$ cat config.mk
export PLATFORM = sky130hd
export DESIGN_NAME = seq_restoring_divider_flat
export DESIGN_NICKNAME = d
export VERILOG_FILES = /design/src/rtl/seq_restoring_divider_if.sv /design/src/rtl/seq_restoring_divider.sv /design/src/flat_wrapper.sv
export SDC_FILE = /design/constraint.sdc
export NUM_CORES = 1
export LEC_CHECK = 0
export CAP_MARGIN = 40
export CORE_UTILIZATION = 46
export DETAILED_ROUTE_END_ITERATION = 6
export GPL_TIMING_DRIVEN = 0
export PLACE_DENSITY = 0.86
export SLEW_MARGIN = 20
export SYNTH_ARGS = -nofsm -noshare
export SYNTH_HDL_FRONTEND = slang
export SYNTH_SLANG_ARGS = --single-unit
$ cat constraint.sdc
create_clock -name clk -period 2.2 [get_ports clk]
set_clock_uncertainty 0.1 [all_clocks]
set_input_delay 0.33 -clock clk [delete_from_list [all_inputs] [get_ports clk]]
set_output_delay 0.33 -clock clk [all_outputs]
set_load 0.05 [all_outputs]
$ cat src/rtl/seq_restoring_divider_if.sv
`default_nettype none
// ============================================================================
// Module      : seq_restoring_divider_if
// Description : Start/busy/done handshake and operand/result bundle for the
//               sequential restoring divider.
// Revision    : 1.0 - initial release
// ============================================================================
interface seq_restoring_divider_if #(
    parameter int WIDTH = 4
);
    logic             start;
    logic [WIDTH-1:0] dividend;
    logic [WIDTH-1:0] divisor;
    logic             busy;
    logic             done;
    logic [WIDTH-1:0] quotient;
    logic [WIDTH-1:0] remainder;
    logic             div_by_zero;

    modport master (
        output start, dividend, divisor,
        input  busy, done, quotient, remainder, div_by_zero
    );

    modport slave (
        input  start, dividend, divisor,
        output busy, done, quotient, remainder, div_by_zero
    );
endinterface
`default_nettype wire

$ cat src/rtl/seq_restoring_divider.sv
`default_nettype none
// ============================================================================
// Module      : seq_restoring_divider
// Description : Multi-cycle unsigned restoring divider, one trial subtract
//               (invert-B, carry-in 1) per iteration.
// Revision    : 1.0 - initial release
// ============================================================================
module seq_restoring_divider #(
    parameter int WIDTH = 4
) (
    input  wire logic              clk,
    input  wire logic              rst,
    seq_restoring_divider_if.slave bus
);
    localparam int               c_CNT_W   = (WIDTH > 2) ? $clog2(WIDTH) : 1;
    localparam logic [c_CNT_W-1:0] c_LAST  = c_CNT_W'(WIDTH - 1);

    localparam logic [1:0] c_ST_IDLE = 2'd0;
    localparam logic [1:0] c_ST_RUN  = 2'd1;
    localparam logic [1:0] c_ST_DONE = 2'd2;

    logic [1:0]         r_state;
    logic [WIDTH-1:0]   r_q;
    logic [WIDTH-1:0]   r_d;
    // The partial remainder stays below the divisor, so its top bit is always
    // zero between iterations; only the shifted trial value needs WIDTH+1 bits.
    logic [WIDTH-1:0]   r_r;
    logic [c_CNT_W-1:0] r_cnt;
    logic               r_busy;
    logic               r_done;
    logic [WIDTH-1:0]   r_quotient;
    logic [WIDTH-1:0]   r_remainder;
    logic               r_dbz;

    logic [WIDTH:0]     w_shift_r;
    logic [WIDTH:0]     w_trial;
    logic               w_no_borrow;
    logic [WIDTH-1:0]   w_next_r;
    logic [WIDTH-1:0]   w_next_q;

    always_comb begin
        w_shift_r   = {r_r, r_q[WIDTH-1]};
        w_trial     = w_shift_r + ~{1'b0, r_d} + (WIDTH+1)'(1);
        w_no_borrow = ~w_trial[WIDTH];
        w_next_r    = w_no_borrow ? w_trial[WIDTH-1:0] : w_shift_r[WIDTH-1:0];
        w_next_q    = {r_q[WIDTH-2:0], w_no_borrow};
    end

    always_ff @(posedge clk) begin
        if (rst) begin
            r_state     <= c_ST_IDLE;
            r_q         <= '0;
            r_d         <= '0;
            r_r         <= '0;
            r_cnt       <= '0;
            r_busy      <= 1'b0;
            r_done      <= 1'b0;
            r_quotient  <= '0;
            r_remainder <= '0;
            r_dbz       <= 1'b0;
        end else begin
            r_done <= 1'b0;
            case (r_state)
                c_ST_IDLE, c_ST_DONE: begin
                    if (bus.start) begin
                        r_q   <= bus.dividend;
                        r_d   <= bus.divisor;
                        r_r   <= '0;
                        r_cnt <= '0;
                        r_dbz <= 1'b0;
                        if (bus.divisor != '0) begin
                            r_state <= c_ST_RUN;
                            r_busy  <= 1'b1;
                        end else begin
                            // Divide by zero resolves immediately without iterating.
                            r_state     <= c_ST_DONE;
                            r_done      <= 1'b1;
                            r_quotient  <= '1;
                            r_remainder <= bus.dividend;
                            r_dbz       <= 1'b1;
                        end
                    end else begin
                        r_state <= c_ST_IDLE;
                    end
                end
                c_ST_RUN: begin
                    r_r   <= w_next_r;
                    r_q   <= w_next_q;
                    r_cnt <= r_cnt + 1'b1;
                    if (r_cnt == c_LAST) begin
                        r_state     <= c_ST_DONE;
                        r_busy      <= 1'b0;
                        r_done      <= 1'b1;
                        r_quotient  <= w_next_q;
                        r_remainder <= w_next_r;
                    end
                end
                default: begin
                    r_state <= c_ST_IDLE;
                    r_busy  <= 1'b0;
                end
            endcase
        end
    end

    assign bus.busy        = r_busy;
    assign bus.done        = r_done;
    assign bus.quotient    = r_quotient;
    assign bus.remainder   = r_remainder;
    assign bus.div_by_zero = r_dbz;
endmodule
`default_nettype wire

$ cat src/flat_wrapper.sv
// flat-port wrapper written by rule: the top's interface ports become plain ports
module seq_restoring_divider_flat 
#(
    parameter int WIDTH = 4
)
  (clk, rst, bus_start, bus_dividend, bus_divisor, bus_busy, bus_done, bus_quotient, bus_remainder, bus_div_by_zero);
  seq_restoring_divider_if #(.WIDTH(WIDTH)) bus_i ();
  input  wire logic clk;
  input  wire logic rst;
  input wire logic [$bits(bus_i.start)-1:0] bus_start;
  input wire logic [$bits(bus_i.dividend)-1:0] bus_dividend;
  input wire logic [$bits(bus_i.divisor)-1:0] bus_divisor;
  output wire logic [$bits(bus_i.busy)-1:0] bus_busy;
  output wire logic [$bits(bus_i.done)-1:0] bus_done;
  output wire logic [$bits(bus_i.quotient)-1:0] bus_quotient;
  output wire logic [$bits(bus_i.remainder)-1:0] bus_remainder;
  output wire logic [$bits(bus_i.div_by_zero)-1:0] bus_div_by_zero;
  assign bus_i.start = bus_start;
  assign bus_i.dividend = bus_dividend;
  assign bus_i.divisor = bus_divisor;
  assign bus_busy = bus_i.busy;
  assign bus_done = bus_i.done;
  assign bus_quotient = bus_i.quotient;
  assign bus_remainder = bus_i.remainder;
  assign bus_div_by_zero = bus_i.div_by_zero;
  seq_restoring_divider #(.WIDTH(WIDTH)) u_core (.clk(clk), .rst(rst), .bus(bus_i));
endmodule
; Yosys cells after proc, flatten, opt, wreduce, memory -nomap -nowiden
; Index checks and enable logic that the tools add are counted.
[totals]
regBits = 27
out_inout_bits = 11
elab_cells = 57
[classes]
eq_ne = 7
muxes = 27
n_bitwise = 2
addsub = 3
n_reduce_logical = 8
[ops]
columns = cell, n
row1 = $mux 4, 9
row2 = $pmux 4 s2, 4
row3 = $mux 2, 4
row4 = $pmux 2 s2, 2
row5 = $mux 1, 6
row6 = $add 5x1->5 const B, 1
row7 = $add 5x5->5, 1
row8 = $not 4->5, 1
row9 = $eq 2x2->1 const B, 2
row10 = $ne 2x1->1 const B, 2
row11 = $ne 2x2->1 const B, 2
row12 = $pmux 1 s2, 2
row13 = $reduce_and 2->1, 2
row14 = $reduce_and 4->1, 1
row15 = $reduce_bool 4->1, 1
row16 = $reduce_and 3->1, 1
row17 = $add 2x1->2 const B, 1
row18 = $eq 2x1->1 const B, 1
row19 = $logic_not 2->1, 1
row20 = $reduce_bool 2->1, 1
row21 = $reduce_or 2->1, 1
row22 = $not 1->1, 1

; Longest topological paths before layout
[depth]
word_depth = 6
mapped_depth = 8
mapped_depth_nobuf = 8

; Least setup slack after synthesis
; OpenSTA, ideal clock, no wires.
[synth_timing]
path_type = flip-flop to flip-flop
start = reg u_core.r_q[3]
end = reg u_core.r_remainder[2] (netlist: u_core.bus.remainder[2])
path_slack_ps = 2
setup_time_ps = 88
required_ps = 2012
arrival_ps = 2010
stages_incl_launch_ff = 9
cell_sequence = dfxtp_1 -> inv_1 -> ha_1 -> fa_1 -> nand2b_4 -> a21oi_4 -> xor2_4 -> mux2_4 -> a311oi_2
[synth_between]
elab_chain_len = 5
[synth_rtl]
columns = item, line
row1 = start: declaration, seq_restoring_divider.sv:23  ; logic [WIDTH-1:0] r_q;
row2 = start signal: assignment, seq_restoring_divider.sv:66  ; r_q <= bus.dividend;
row3 = start signal: assignment, seq_restoring_divider.sv:88  ; r_q <= w_next_q;
row4 = $add 5x5->5, seq_restoring_divider.sv:43  ; w_trial = w_shift_r + ~{1'b0, r_d} + (WIDTH+1)'(1);
row5 = $add 5x1->5, seq_restoring_divider.sv:43
row6 = $mux 4, seq_restoring_divider.sv:45  ; w_next_r = w_no_borrow ? w_trial[WIDTH-1:0] : w_shift_r[WIDTH-1:0];
row7 = $mux 4, seq_restoring_divider.sv:90  ; if (r_cnt == c_LAST) begin
row8 = $pmux 4 s2, seq_restoring_divider.sv:63  ; case (r_state)
row9 = end signal: assignment, seq_restoring_divider.sv:79  ; r_remainder <= bus.dividend;
row10 = end signal: assignment, seq_restoring_divider.sv:95  ; r_remainder <= w_next_r;
row11 = end: declaration, seq_restoring_divider.sv:32  ; logic [WIDTH-1:0] r_remainder;
; No other way between the ends. The select of a mux whose other input is x is not followed.
; A chain may end at the register's enable or synchronous reset.

; Worst setup path after layout
[layout_timing]
start = reg u_core.r_q[3]
end = reg u_core.r_remainder[3] (netlist: u_core.bus.remainder[3])
; The elaborated chain is that of the path after synthesis.

==> results.json <==
{
  "power_leakage_nw": 0.592,
  "dpl.hpwl_mm": 2.10,
  "synth-edff-count": 0,
  "max_freq_ghz": 0.448,
  "setup_slack_ns": -0.0309,
  "fillers": 218,
  "ys_ff_latch": 27,
  "syn-cell-area_um2": 1290,
  "cts-root-buf": "clkbuf_4",
  "synth-seq-area-share_pct": 42.0,
  "dieHeight_um": 54.9,
  "path_cells": "inv_2 > ha_4 > fa_2 > nand2b_4 > a21oi_4 > xor2_4 > buf_6 > buf_6 > o211ai_1 > a311oi_1",
  "io_pins": 22,
  "vias": 1120,
  "multiInputGateArea_um2": 719,
  "max_cap_viol_count": 0,
  "critPathSlowestCell": "dfxtp_2",
  "crit_family": "compound AO/OA/AOI/OAI gates",
  "outcome": "finished, violations left",
  "peakVddDrop_v": 0.000601,
  "start_util_pct": 50.1,
  "antenna_found_initial": 0,
  "final_area_um2": 1630,
  "dp_cells": 199,
  "cts_htree_levels": 1,
  "fin_total_pwr_mw": 1.05,
  "vias_per_cell": 5.41,
  "cp_common_cell": "buf_6",
  "die_width_um": 54.9,
  "startpoint_type": "register",
  "async_flop_share_pct": 0,
  "cts_buffers": 3,
  "drt_iter0_drc": 30,
  "fin_nets": 195,
  "cts_buffer_depth": 2,
  "fin_tns_setup_ns": -0.0309,
  "instances_no_fill": 207,
  "n_antenna_cell": 0,
  "dpl_cell_area_um2": 1530,
  "yosysUniqueCellTypes": 29,
  "cp_num_buf_inv": 3,
  "cts.sinks": 27,
  "setup_viol": 1,
  "critPathMaxFanout": 3,
  "crit_required_ns": 2.34,
  "grt_pass1_vias": 979,
  "grtUsageTotal_pct": 20.5,
  "tightest_slew_ns": 0.510,
  "synthTopCellsByCount": "dfxtp_1, nand2_1, nor2_1",
  "drtPass1Iterations": 4,
  "seqCellArea_um2": 542,
  "portBuffers": 20,
  "path_class": "reg -> reg",
  "grt_pass1_wl_mm": 4.32,
  "fin_util_pct": 63.5,
  "synth.avg_cell_area_um2": 8.64,
  "grt-ovfl-total": 0,
  "area_growth_pct": 26.6,
  "violations": "negative setup slack",
  "post_drt_wl_per_cell_um": 14.1,
  "wirelength_mm": 2.93,
  "cts_tree": "yes",
  "hold_ws_ns": 0.363,
  "power_density_nw_per_um2": 644,
  "cp-end-kind": "register",
  "fin_crit_ns": 2.23,
  "cp_data_arrival_time_ns": 2.37,
  "critPathMaxStageDelay_ns": 0.36,
  "synth_top_cell_area_share_pct": 42.0,
  "pre_cts_slack_ns": -0.146,
  "antenna_left": 0,
  "slew_headroom_pct": 65.9,
  "synthTopCellsByArea": "dfxtp_1, nand2_1, nor2_1, a21oi_1, ha_1",
  "row_count": 18,
  "grt_max_degree": 15,
  "slew_violations": 0,
  "ys.flop_type": "dfxtp_1",
  "yosysMostFrequentCell": "dfxtp_1",
  "syn_inst": 149,
  "hp-class": "reg -> reg",
  "clk_latency_ns": 0.32,
  "drive_gt1_share_pct": 15.8,
  "finalHoldViolCount": 0,
  "yosysTopAreaCell": "dfxtp_1",
  "syn_nets": 166,
  "clk_pin_slew_worst_paths_ns": 0.14,
  "fin_crit_sh_pct": 101,
  "rsz0062_at_grt": "true",
  "core_area_um2": 2570,
  "drc": 0,
  "die-area_um2": 3010,
  "synth_warnings": 0,
  "place.gp.congestion": 0.801
}
==> power breakdown <==
part / internal, mW / switching, mW
registers: 0.516 / 0.0201
logic: 0.142 / 0.159
clock network: 0.0711 / 0.141
==> cells in the final DEF (no fill, tap or decap), types with 2 or more instances in the layout <==
| cell type | n |
|---|---|
| a311oi_2 | 3 |
| a21oi_1 | 16 |
| mux2i_4 | 2 |
| ha_1 | 4 |
| buf_2 | 3 |
| nor2_1 | 25 |
| clkbuf_1 | 6 |
| clkbuf_4 | 3 |
| nand2_1 | 25 |
| dfxtp_1 | 26 |
| nand2b_1 | 4 |
| a311oi_1 | 4 |
| nor2b_1 | 2 |
| a22oi_1 | 3 |
| buf_4 | 2 |
| nand2_2 | 2 |
| buf_6 | 3 |
| a211oi_1 | 4 |
| clkdlybuf4s50_1 | 20 |
| inv_1 | 5 |
==> timing repair <==
action                     CTS  global route
gates resized for setup      5             6
hold buffers                 0             0
setup buffers                2             2
setup endpoints to repair    7             8
pin swaps                    3             4
==> worst paths after layout <==
kind | startpoint | end | slack (ns) | cells past startpoint
setup / recovery | u_core.r_q[3]$_SDFFE_PP0P_ | u_core.bus.remainder[3]$_SDFFE_PP0P_ | -0.03 | 10
hold / removal | u_core.bus.div_by_zero$_SDFFE_PP0P_ | u_core.bus.div_by_zero$_SDFFE_PP0P_ | 0.36 | 2
setup reg to reg | u_core.r_q[3]$_SDFFE_PP0P_ | u_core.bus.remainder[3]$_SDFFE_PP0P_ | -0.03 | 10
hold reg to reg | u_core.bus.div_by_zero$_SDFFE_PP0P_ | u_core.bus.div_by_zero$_SDFFE_PP0P_ | 0.36 | 2
==> layout make-up <==
cell class / instances / share of cell area, %
Multi-Input combinational cell: 107 / 44.1
Sequential cell: 27 / 33.2
Timing Repair Buffer: 24 / 14.6
Buffer: 9 / 2.76
Tap cell: 30 / 2.30
Clock buffer: 4 / 1.61
Inverter: 6 / 1.38
==> layer usage <==
layer / vias to the layer above / part of all wire [%] / GRT usage, %
met5: - / 0 / 0
li1: 565 / - / -
met1: 516 / 42 / 25.8
met3: 4 / 5.1 / 5.74
met2: 35 / 52 / 34.5
met4: 0 / 0.65 / 5.00
==> registers in the layout, indices dropped and copies added, names as in the netlist <==
| signal | cells |
|---|---|
| u_core.bus.busy | 1 |
| u_core.r_d | 4 |
| u_core.bus.quotient | 4 |
| u_core.bus.done | 1 |
| u_core.r_state | 2 |
| u_core.r_r | 4 |
| u_core.r_cnt | 2 |
| u_core.bus.remainder | 4 |
| u_core.bus.div_by_zero | 1 |
| u_core.r_q | 4 |
==> tightest hold or removal path: stages, from the launching register on <==
cell	delay, ns
dfxtp_1	0.33
nand2_1	0.05
a21oi_1	0.05
==> logic make-up after synthesis <==
kind of cell             after synthesis  synth area share [%]
buffers and inverters                 15                  5.25
XOR/XNOR                               1                  2.14
multiplexers                           3                  2.72
flip-flops                            27                  42.0
AO/OA/AOI/OAI                         34                  19.3
AND/OR/NAND/NOR                       63                  22.2
adder cells (fa/ha/maj)                6                  6.41
Note: power is estimated with default switching activity, not from simulation.
